===== src/rtl/cpu_pkg.sv =====
// Shared types for the HI/LO sequencing block: request opcodes, controller
// states, register-file write kinds and default multicycle latencies.
package cpu_pkg;

    typedef enum logic [2:0] {
        HILO_DIV   = 3'd0,
        HILO_DIVU  = 3'd1,
        HILO_MULT  = 3'd2,
        HILO_MULTU = 3'd3,
        HILO_MTHI  = 3'd4,
        HILO_MTLO  = 3'd5
    } hilo_op_e;

    typedef enum logic {
        ST_IDLE = 1'b0,
        ST_BUSY = 1'b1
    } hilo_state_e;

    typedef enum logic [2:0] {
        WR_NONE = 3'd0,
        WR_HI   = 3'd1,
        WR_LO   = 3'd2,
        WR_DIV  = 3'd3,
        WR_MUL  = 3'd4
    } hilo_wr_e;

    localparam int unsigned HILO_DIV_LAT_DEF = 4;
    localparam int unsigned HILO_MUL_LAT_DEF = 2;
    localparam int unsigned CNT_W            = 4;

    // Opcodes 0-3 go through the divider/multiplier.
    function automatic logic is_arith(input logic [2:0] code);
        return code[2] == 1'b0;
    endfunction

endpackage


===== src/rtl/hilo_ctrl_if.sv =====
// Execute-stage <-> HI/LO controller bus, including the operand/result lines
// to the external combinational divider and multiplier.
interface hilo_ctrl_if;

    logic        op_valid;
    logic [2:0]  op_code;
    logic [31:0] op_a;
    logic [31:0] op_b;
    logic [31:0] arith_a;
    logic [31:0] arith_b;
    logic [63:0] div_res;
    logic [63:0] divu_res;
    logic [63:0] mul_res;
    logic [63:0] mulu_res;
    logic        rd_en;
    logic        rd_sel;
    logic [31:0] rd_data;
    logic        op_ready;
    logic        stall;
    logic        busy;
    logic        done;
    logic        div0_flag;

    modport master (
        output op_valid, op_code, op_a, op_b,
        output div_res, divu_res, mul_res, mulu_res,
        output rd_en, rd_sel,
        input  arith_a, arith_b, rd_data,
        input  op_ready, stall, busy, done, div0_flag
    );

    modport slave (
        input  op_valid, op_code, op_a, op_b,
        input  div_res, divu_res, mul_res, mulu_res,
        input  rd_en, rd_sel,
        output arith_a, arith_b, rd_data,
        output op_ready, stall, busy, done, div0_flag
    );

endinterface


===== src/rtl/hilo_regs.sv =====
// HI/LO storage: one write port selected by write kind (direct move, divider
// or multiplier layout) and a combinational read mux.
module hilo_regs
    import cpu_pkg::*;
(
    input  logic        clk,
    input  logic        rst_n,
    input  hilo_wr_e    wr_kind,
    input  logic [31:0] wr_data,
    input  logic [63:0] wr_res,
    input  logic        rd_sel,
    output logic [31:0] rd_data
);

    logic [31:0] hi_q, hi_d;
    logic [31:0] lo_q, lo_d;

    always_comb begin
        // NOTE: every output gets a default before the case so no latch is inferred.
        hi_d = hi_q;
        lo_d = lo_q;
        case (wr_kind)
            WR_HI:   hi_d = wr_data;
            WR_LO:   lo_d = wr_data;
            WR_DIV: begin
                lo_d = wr_res[63:32];
                hi_d = wr_res[31:0];
            end
            WR_MUL: begin
                hi_d = wr_res[63:32];
                lo_d = wr_res[31:0];
            end
            default: ;
        endcase
    end

    // NOTE: HI/LO are two plain registers, not a RAM, so they take the async reset.
    always_ff @(posedge clk or negedge rst_n) begin
        if (!rst_n) begin
            hi_q <= '0;
            lo_q <= '0;
        end else begin
            // NOTE: non-blocking assignments keep flop updates order-independent.
            hi_q <= hi_d;
            lo_q <= lo_d;
        end
    end

    assign rd_data = rd_sel ? hi_q : lo_q;

endmodule


===== src/rtl/hilo_ctrl.sv =====
// HI/LO controller: accepts mul/div/move requests, holds operands for a fixed
// multicycle latency, then commits results. Optional macro: HILO_DIV0_TRAP_EN.
module hilo_ctrl
    import cpu_pkg::*;
#(
    parameter int unsigned DIV_LAT = HILO_DIV_LAT_DEF,
    parameter int unsigned MUL_LAT = HILO_MUL_LAT_DEF
) (
    input  logic       clk,
    input  logic       rst_n,
    hilo_ctrl_if.slave bus
);

    localparam logic [CNT_W-1:0] DIV_CNT = CNT_W'(DIV_LAT - 1);
    localparam logic [CNT_W-1:0] MUL_CNT = CNT_W'(MUL_LAT - 1);

    hilo_state_e      state_q, state_d;
    logic [CNT_W-1:0] cnt_q, cnt_d;
    hilo_op_e         op_q, op_d;
    logic [31:0]      arith_a_q, arith_a_d;
    logic [31:0]      arith_b_q, arith_b_d;
    logic             done_q, done_d;
    hilo_wr_e         wr_kind;
    logic [63:0]      wr_res;
    logic             op_is_div;
`ifdef HILO_DIV0_TRAP_EN
    logic             div0_q, div0_d;
`endif

    assign op_is_div = (op_q == HILO_DIV) || (op_q == HILO_DIVU);

    always_comb begin
        case (op_q)
            HILO_DIV:  wr_res = bus.div_res;
            HILO_DIVU: wr_res = bus.divu_res;
            HILO_MULT: wr_res = bus.mul_res;
            default:   wr_res = bus.mulu_res;
        endcase
    end

    always_comb begin
        state_d   = state_q;
        cnt_d     = cnt_q;
        op_d      = op_q;
        arith_a_d = arith_a_q;
        arith_b_d = arith_b_q;
        done_d    = 1'b0;
        wr_kind   = WR_NONE;
`ifdef HILO_DIV0_TRAP_EN
        div0_d    = div0_q;
`endif
        case (state_q)
            ST_IDLE: begin
                if (bus.op_valid && is_arith(bus.op_code)) begin
                    arith_a_d = bus.op_a;
                    arith_b_d = bus.op_b;
                    op_d      = hilo_op_e'(bus.op_code);
                    cnt_d     = bus.op_code[1] ? MUL_CNT : DIV_CNT;
                    state_d   = ST_BUSY;
                end else if (bus.op_valid && bus.op_code == HILO_MTHI) begin
                    wr_kind = WR_HI;
                end else if (bus.op_valid && bus.op_code == HILO_MTLO) begin
                    wr_kind = WR_LO;
                end
            end
            default: begin
                if (cnt_q == '0) begin
                    state_d = ST_IDLE;
                    done_d  = 1'b1;
                    wr_kind = op_is_div ? WR_DIV : WR_MUL;
`ifdef HILO_DIV0_TRAP_EN
                    // Trapped divide-by-zero: keep HI/LO, record it stickily.
                    if (op_is_div && arith_b_q == '0) begin
                        wr_kind = WR_NONE;
                        div0_d  = 1'b1;
                    end
`endif
                end else begin
                    cnt_d = cnt_q - 1'b1;
                end
            end
        endcase
    end

    always_ff @(posedge clk or negedge rst_n) begin
        if (!rst_n) begin
            state_q   <= ST_IDLE;
            cnt_q     <= '0;
            op_q      <= HILO_DIV;
            arith_a_q <= '0;
            arith_b_q <= '0;
            done_q    <= 1'b0;
        end else begin
            state_q   <= state_d;
            cnt_q     <= cnt_d;
            op_q      <= op_d;
            arith_a_q <= arith_a_d;
            arith_b_q <= arith_b_d;
            done_q    <= done_d;
        end
    end

`ifdef HILO_DIV0_TRAP_EN
    always_ff @(posedge clk or negedge rst_n) begin
        if (!rst_n) div0_q <= 1'b0;
        else        div0_q <= div0_d;
    end
    assign bus.div0_flag = div0_q;
`else
    assign bus.div0_flag = 1'b0;
`endif

    hilo_regs u_regs (
        .clk     (clk),
        .rst_n   (rst_n),
        .wr_kind (wr_kind),
        .wr_data (bus.op_a),
        .wr_res  (wr_res),
        .rd_sel  (bus.rd_sel),
        .rd_data (bus.rd_data)
    );

    assign bus.busy     = (state_q == ST_BUSY);
    assign bus.op_ready = ~bus.busy;
    assign bus.stall    = bus.busy & (bus.op_valid | bus.rd_en);
    assign bus.done     = done_q;
    assign bus.arith_a  = arith_a_q;
    assign bus.arith_b  = arith_b_q;

endmodule


===== src/flat_wrapper.sv =====
// flat-port wrapper written by rule: the top's interface ports become plain ports
module hilo_ctrl_flat import cpu_pkg::*;
#(
    parameter int unsigned DIV_LAT = HILO_DIV_LAT_DEF,
    parameter int unsigned MUL_LAT = HILO_MUL_LAT_DEF
)
  (clk, rst_n, bus_op_valid, bus_op_code, bus_op_a, bus_op_b, bus_div_res, bus_divu_res, bus_mul_res, bus_mulu_res, bus_rd_en, bus_rd_sel, bus_arith_a, bus_arith_b, bus_rd_data, bus_op_ready, bus_stall, bus_busy, bus_done, bus_div0_flag);
  hilo_ctrl_if bus_i ();
  input  logic clk;
  input  logic rst_n;
  input wire logic [$bits(bus_i.op_valid)-1:0] bus_op_valid;
  input wire logic [$bits(bus_i.op_code)-1:0] bus_op_code;
  input wire logic [$bits(bus_i.op_a)-1:0] bus_op_a;
  input wire logic [$bits(bus_i.op_b)-1:0] bus_op_b;
  input wire logic [$bits(bus_i.div_res)-1:0] bus_div_res;
  input wire logic [$bits(bus_i.divu_res)-1:0] bus_divu_res;
  input wire logic [$bits(bus_i.mul_res)-1:0] bus_mul_res;
  input wire logic [$bits(bus_i.mulu_res)-1:0] bus_mulu_res;
  input wire logic [$bits(bus_i.rd_en)-1:0] bus_rd_en;
  input wire logic [$bits(bus_i.rd_sel)-1:0] bus_rd_sel;
  output wire logic [$bits(bus_i.arith_a)-1:0] bus_arith_a;
  output wire logic [$bits(bus_i.arith_b)-1:0] bus_arith_b;
  output wire logic [$bits(bus_i.rd_data)-1:0] bus_rd_data;
  output wire logic [$bits(bus_i.op_ready)-1:0] bus_op_ready;
  output wire logic [$bits(bus_i.stall)-1:0] bus_stall;
  output wire logic [$bits(bus_i.busy)-1:0] bus_busy;
  output wire logic [$bits(bus_i.done)-1:0] bus_done;
  output wire logic [$bits(bus_i.div0_flag)-1:0] bus_div0_flag;
  assign bus_i.op_valid = bus_op_valid;
  assign bus_i.op_code = bus_op_code;
  assign bus_i.op_a = bus_op_a;
  assign bus_i.op_b = bus_op_b;
  assign bus_i.div_res = bus_div_res;
  assign bus_i.divu_res = bus_divu_res;
  assign bus_i.mul_res = bus_mul_res;
  assign bus_i.mulu_res = bus_mulu_res;
  assign bus_i.rd_en = bus_rd_en;
  assign bus_i.rd_sel = bus_rd_sel;
  assign bus_arith_a = bus_i.arith_a;
  assign bus_arith_b = bus_i.arith_b;
  assign bus_rd_data = bus_i.rd_data;
  assign bus_op_ready = bus_i.op_ready;
  assign bus_stall = bus_i.stall;
  assign bus_busy = bus_i.busy;
  assign bus_done = bus_i.done;
  assign bus_div0_flag = bus_i.div0_flag;
  hilo_ctrl #(.DIV_LAT(DIV_LAT), .MUL_LAT(MUL_LAT)) u_core (.clk(clk), .rst_n(rst_n), .bus(bus_i));
endmodule

===== config.mk =====
export PLATFORM = sky130hd
export DESIGN_NAME = hilo_ctrl_flat
export DESIGN_NICKNAME = d
export VERILOG_FILES = /design/src/rtl/cpu_pkg.sv /design/src/rtl/hilo_ctrl_if.sv /design/src/rtl/hilo_regs.sv /design/src/rtl/hilo_ctrl.sv /design/src/flat_wrapper.sv
export SDC_FILE = /design/constraint.sdc
export NUM_CORES = 1
export LEC_CHECK = 0
export BUFFER_PORTS_ARGS = -buffer_cell sky130_fd_sc_hd__buf_2
export CAP_MARGIN = 30
export CORE_AREA = 4 4 163 165
export CTS_CLUSTER_SIZE = 8
export DETAILED_ROUTE_END_ITERATION = 10
export DIE_AREA = 0 0 167 169
export SYNTH_ARGS = -nofsm -noshare
export SYNTH_HDL_FRONTEND = slang
export SYNTH_SLANG_ARGS = --single-unit

===== constraint.sdc =====
create_clock -name clk -period 2.1 [get_ports clk]
set_input_delay 0.315 -clock clk [delete_from_list [all_inputs] [get_ports clk]]
set_output_delay 0.315 -clock clk [all_outputs]
set_load 0.1 [all_outputs]

**After elaboration in Yosys (flattened, before gate mapping)**

Index checks and enable logic that the tools add are counted.

- Bits in registers: 137
- Output and inout port bits: 101

- $add $sub $neg: 1
- Bitwise logic cells: 4
- Eq/ne operators: 9
- Reduce and logical (&&, ||, !) cells: 11
- Muxes and demuxes: 19

Operator list:

| cell | number |
|---|---|
| $pmux W32 S3 | 2 |
| $pmux W64 S3 | 1 |
| $mux W32 | 1 |
| $mux W3 | 5 |
| $mux W4 | 3 |
| $eq A3 B2 Y1 const B | 3 |
| $eq A3 B3 Y1 const B | 3 |
| $eq A3 B1 Y1 const B | 2 |
| $reduce_bool A3 Y1 | 2 |
| $mux W1 | 5 |
| $logic_not A4 Y1 | 1 |
| $mux W2 | 2 |
| $reduce_and A2 Y1 | 2 |
| $sub A4 B1 Y4 const B | 1 |
| $logic_and A1 B1 Y1 | 3 |
| $logic_not A3 Y1 | 1 |
| $ne A2 B2 Y1 const B | 1 |
| $not A1 Y1 | 2 |
| $reduce_bool A2 Y1 | 1 |
| $and A1 B1 Y1 | 1 |
| $logic_or A1 B1 Y1 | 1 |
| $or A1 B1 Y1 | 1 |

**Longest topological paths before layout**

- Word-level depth: 8
- Mapped depth: 8
- Depth with buffers taken out: 6

**Modules after synthesis**

Synthesis repeated with hierarchy kept, for this count alone.

- Cells, all modules: 819
- Area total of the unflattened synthesis: 8,977.4 µm²

Modules (own cells, without submodules):

| module | sequential area each (µm²) | cells each | area each (µm²) | times used |
|---|---|---|---|---|
| hilo_ctrl | 1,826.8 | 483 | 5,107.4 | 1 |
| hilo_regs | 1,601.5 | 336 | 3,870.0 | 1 |

**Worst setup path after synthesis**

No wires, ideal clock.

- Path type: reg2out
- From: register u_core.state_q, in the netlist u_core.bus.busy
- To: output bus_stall
- Stages on the path, launching flop included: 3
- Arrival time: 3,142 ps
- Setup slack: -1,357 ps
- Required time: 1,785 ps
- Cell sequence: dfrtp_1 > inv_1 > nor2_1

- Cells in the longest elaborated chain, start to end: 1

RTL lines:

| what | RTL line | text |
|---|---|---|
| start: declaration | hilo_ctrl.sv:17 | `hilo_state_e state_q, state_d;` |
| start signal: assignment | hilo_ctrl.sv:94 | `state_q <= state_d;` |
| $and A1 B1 Y1 | hilo_ctrl.sv:125 | `assign bus.stall = bus.busy & (bus.op_valid \| bus.rd_en);` |
| end: declaration | flat_wrapper.sv:25 | `output wire logic [$bits(bus_i.stall)-1:0] bus_stall;` |

No other way between the ends.

**Final worst setup path**

- From: register u_core.op_q[0]
- To: register u_core.u_regs.hi_q[31]

- Cells in the longest elaborated chain, start to end: 7

RTL lines:

| what | RTL line | text |
|---|---|---|
| start: declaration | hilo_ctrl.sv:19 | `hilo_op_e op_q, op_d;` |
| start signal: assignment | hilo_ctrl.sv:96 | `op_q <= op_d;` |
| $eq A3 B1 Y1 or $logic_not A3 Y1 (tied branches) | hilo_ctrl.sv:30, hilo_ctrl.sv:33 |  |
| $logic_or A1 B1 Y1 | hilo_ctrl.sv:30 | `assign op_is_div = (op_q == HILO_DIV) \|\| (op_q == HILO_DIVU);` |
| $mux W3 | hilo_ctrl.sv:70 | `wr_kind = op_is_div ? WR_DIV : WR_MUL;` |
| $mux W3 | hilo_ctrl.sv:67 | `if (cnt_q == '0) begin` |
| $mux W3 | hilo_ctrl.sv:52 | `case (state_q)` |
| $eq A3 B3 Y1, or another cell as far along | hilo_regs.sv:22 | `case (wr_kind)` |
| $pmux W32 S3 or $reduce_bool A3 Y1 (tied branches) | -- |  |
| end signal: assignment | hilo_regs.sv:44 | `hi_q <= hi_d;` |
| end: declaration | hilo_regs.sv:15 | `logic [31:0] hi_q, hi_d;` |

Several ways; a longest one is shown, not always the timed one.
A chain may end at the register's enable or synchronous reset.

==> impl_metrics.py <==
metrics = {
    "outcome": {
        "outcome": "completed",
    },
    "floorplanning": {
        "rows": 58,
        "start_util": 0.3205,
        "die-area_um2": 28220,
        "die_w_um": 167,
        "die_h_um": 169,
        "core-area_um2": 25040,
        "top_level_ports": 429,
    },
    "worst_hold_path": {
        "worstHoldPathType": "in2reg",
    },
    "yosys": {
        "ys_types": 40,
        "syn_avg_cell_area_um2": 10.78,
        "synth_area_leaders": "dfrtp_1 43%, mux2_2 17%, mux2i_1 5.4%",
        "ys_ff_latch": 137,
        "synth_top_area_frac": 0.4273,
        "ys_warn_count": 0,
        "synth_flop_cell": "dfrtp_1",
        "synth_seq_area_share": 0.4273,
        "syn_area_um2": 8024,
        "synth_top_area_cell": "dfrtp_1",
        "syn_nets": 1073,
        "async_flop_share": 1.000,
        "synth_edf_count": 0,
        "synthCells": 744,
    },
    "timing": {
        "fin_crit_sh": 0.8986,
        "setup_slack_ns": 0.2129,
        "max_slew_margin": 0.4825,
        "drv_slew": 0,
        "skew_ns": 0.01133,
        "setup_viol_count_final": 0,
        "hold_viol_final": 0,
        "timing.fmax_ghz": 0.5299,
        "grt_setup_unrepaired": "no",
        "setup_tns_ns": 0,
        "layout_min_cycle_time_ns": 1.887,
        "worst_pin_slew_ns": 0.7745,
    },
    "setup_path": {
        "critPathLaunchType": "flop",
        "critPathCaptureType": "flop",
        "critical-path-slowest-cell": "dfrtp_4",
        "arrival_ns": 2.16,
        "critical_path_class": "reg2reg",
        "cp_cell_sequence": "buf_12 > mux2i_1 > o21ai_1 > a221oi_1 > nor2_1",
        "slowest_delay_ns": 0.51,
        "path_max_fanout": 52,
        "worstPathRequired_ns": 2.38,
    },
    "finish": {
        "final_cell_area_um2": 11690,
        "fin_cells": 1490,
        "area_growth_pct": 45.66,
        "drive_above_1_share": 0.5517,
        "fin_nets": 1476,
        "fill_cells": 2436,
        "n_antenna_cell": 0,
    },
    "placed_design": {
        "io_buffers": 427,
        "post_dp_cell_area_um2": 11080,
        "dp_worst_setup_slack_ns": 0.2149,
        "dp_cells": 1457,
        "hpwl_mm": 25.19,
        "gp_congestion": 0.8484,
    },
    "global_route": {
        "grt_pass1_vias": 8290,
        "grtUsageTotal": 0.2295,
        "antenna_found_initial": 0,
        "grt_pass1_wl_mm": 50.29,
        "overflow": 0,
        "grt_max_degree": 53,
    },
    "cts": {
        "cts_buffers": 17,
        "clk_path_buf_depth": 2,
        "cts_tree": "built",
        "cts.reportedPaths.clkPinSlew_ns": 0.07,
        "clk_latency_ns": 0.42,
        "cts_sinks": 137,
        "h-tree-depth": 4,
        "cts-root-buf": "clkbuf_16",
        "cts_setup_buffers": 0,
    },
    "power_and_ir_drop": {
        "intPower_mw": 10.52,
        "p_sw_mw": 13.38,
        "sw_frac_of_total": 0.5599,
        "power_mw": 23.90,
        "pwr-share-clk": 0.132,
        "p_leak_nw": 5.354,
        "seq_power_share": 0.201,
        "power_density_nw_per_um2": 2045,
        "power_frac_comb": 0.667,
        "ir_drop_v": 0.001362,
    },
    "detailed_routing": {
        "vias_per_cell": 5.281,
        "drtIter0Drc": 403,
        "wl_per_cell_um": 22.42,
        "dr.pass1.iters": 5,
        "vias": 7869,
        "wirelength_mm": 33.40,
        "antenna_left": 0,
        "post-route-drc-count": 0,
    },
    "flow_run": {
        "maxCapViolCount": 0,
    },
}
==> sequential cells by signal (all words and copies together), names as in the netlist <==
| register | count |
|---|---|
| u_core.bus.arith_a | 32 |
| u_core.bus.arith_b | 32 |
| u_core.bus.busy | 1 |
| u_core.bus.done | 1 |
| u_core.cnt_q | 4 |
| u_core.op_q | 3 |
| u_core.u_regs.hi_q | 32 |
| u_core.u_regs.lo_q | 32 |
==> stage by stage <==
step | utilization | hold WS, ns
after global placement | 0.4424 | 0.2628
final | 0.4668 | 0.1196
after floorplan | - | 0.01941
after CTS | 0.4668 | 0.09614
after global routing | 0.4668 | 0.1105
after detailed placement | 0.4424 | 0.2666
==> final cells by class <==
class | instances | area (um^2) | share of cell area
clock buffers | 19 | 442.9 | 0.03790
clock inverters | 13 | 158.9 | 0.01360
inverters | 7 | 30.03 | 0.002569
multi-input cells | 524 | 4194 | 0.3588
flip-flops and latches | 137 | 3437 | 0.2941
well taps | 330 | 412.9 | 0.03533
repair buffers | 460 | 3012 | 0.2577
==> placed cells by master, fill, tap and decap left out, types with 2 or more instances in the layout <==
master / instances
buf_2: 394
dfrtp_1: 134
mux2_2: 122
a21oi_1: 73
nor2_1: 58
o22ai_1: 46
mux2i_1: 43
buf_12: 43
a221oi_1: 34
nand3b_1: 26
a32oi_1: 21
buf_4: 21
clkbuf_16: 17
o21ai_0: 15
o21a_1: 14
o32a_1: 14
o21ai_1: 12
a221oi_2: 10
clkinv_4: 6
nand2_1: 5
inv_1: 4
a22o_1: 4
inv_6: 4
nor3_1: 3
a22oi_1: 3
nor2_4: 2
inv_2: 2
nand2_2: 2
bufinv_16: 2
dfrtp_4: 2
==> final timing paths <==
| path | end | slack, ns | cells past startpoint | from |
|---|---|---|---|---|
| setup reg to reg | u_core.u_regs.hi_q[31] | 0.21 | 5 | u_core.op_q[0] |
| min in group asynchronous | u_core.bus.arith_b[17] | 0.37 | 2 | rst_n |
| hold / removal | u_core.bus.arith_b[5] | 0.12 | 2 | bus_op_b[5] |
| setup / recovery | u_core.u_regs.hi_q[31] | 0.21 | 5 | u_core.op_q[0] |
| max in group asynchronous | u_core.u_regs.lo_q[11] | 1.08 | 3 | rst_n |
| hold reg to reg | u_core.bus.arith_a[17] | 0.50 | 1 | u_core.bus.arith_a[17] |
==> power by group through the flow <==
| stage | Sequential, mW | Clock [mW] | Combinational [mW] |
|---|---|---|---|
| 2_1_floorplan | 9.33 | 0 | 7.34 |
| 3_3_place_gp | 4.80 | 0 | 15.9 |
| 3_5_place_dp | 4.83 | 0 | 16.0 |
| 4_1_cts | 4.81 | 3.23 | 16.1 |
| 5_1_grt | 4.98 | 3.35 | 16.7 |
| 6_report | 4.81 | 3.15 | 15.9 |
==> per-layer routing <==
metal | wire (um) | share of wire | vias up | GRT usage
met5 | 0 | 0 | - | 0
met2 | 16110 | 0.48 | 327 | 0.3779
met1 | 14600 | 0.44 | 3838 | 0.3088
met3 | 2157 | 0.065 | 31 | 0.04717
met4 | 532 | 0.016 | 0 | 0.06190
li1 | - | - | 3673 | -
==> synth_stat cells, types with 9 or more instances <==
master,number
dfrtp_1,137
mux2_2,122
a21oi_1,73
nor2_1,60
o22ai_1,46
mux2i_1,43
a221oi_1,34
clkbuf_1,27
buf_2,26
nand3b_1,26
a32oi_1,21
o21ai_0,15
o21a_1,14
o21ai_1,14
o32a_1,14
a221oi_2,10
buf_6,9
==> critical path: cells and delay by family (launching register included) <==
kind | cells | cell delay [ns]
DFF | 1 | 0.51
and+or+nand+nor | 1 | 0.09
buffers and inverters | 1 | 0.30
muxes | 1 | 0.24
AOI/OAI and AO/OA | 2 | 0.60
==> repair_timing <==
item,in CTS,in global routing
hold buffers,1,0
hold endpoints to repair,36,0
resized for setup,0,0
==> kinds of logic after synthesis <==
kind of cell / Yosys count / synth area share
AO/OA/AOI/OAI: 250 / 0.2178
adder cells (fa/ha/maj): 1 / 0.001559
buffers and inverters: 83 / 0.05738
flip-flops: 137 / 0.4273
multiplexers: 165 / 0.2249
other: 1 / 0.0004674
AND/OR/NAND/NOR: 107 / 0.07064
Power figures use the tool's default switching activity.
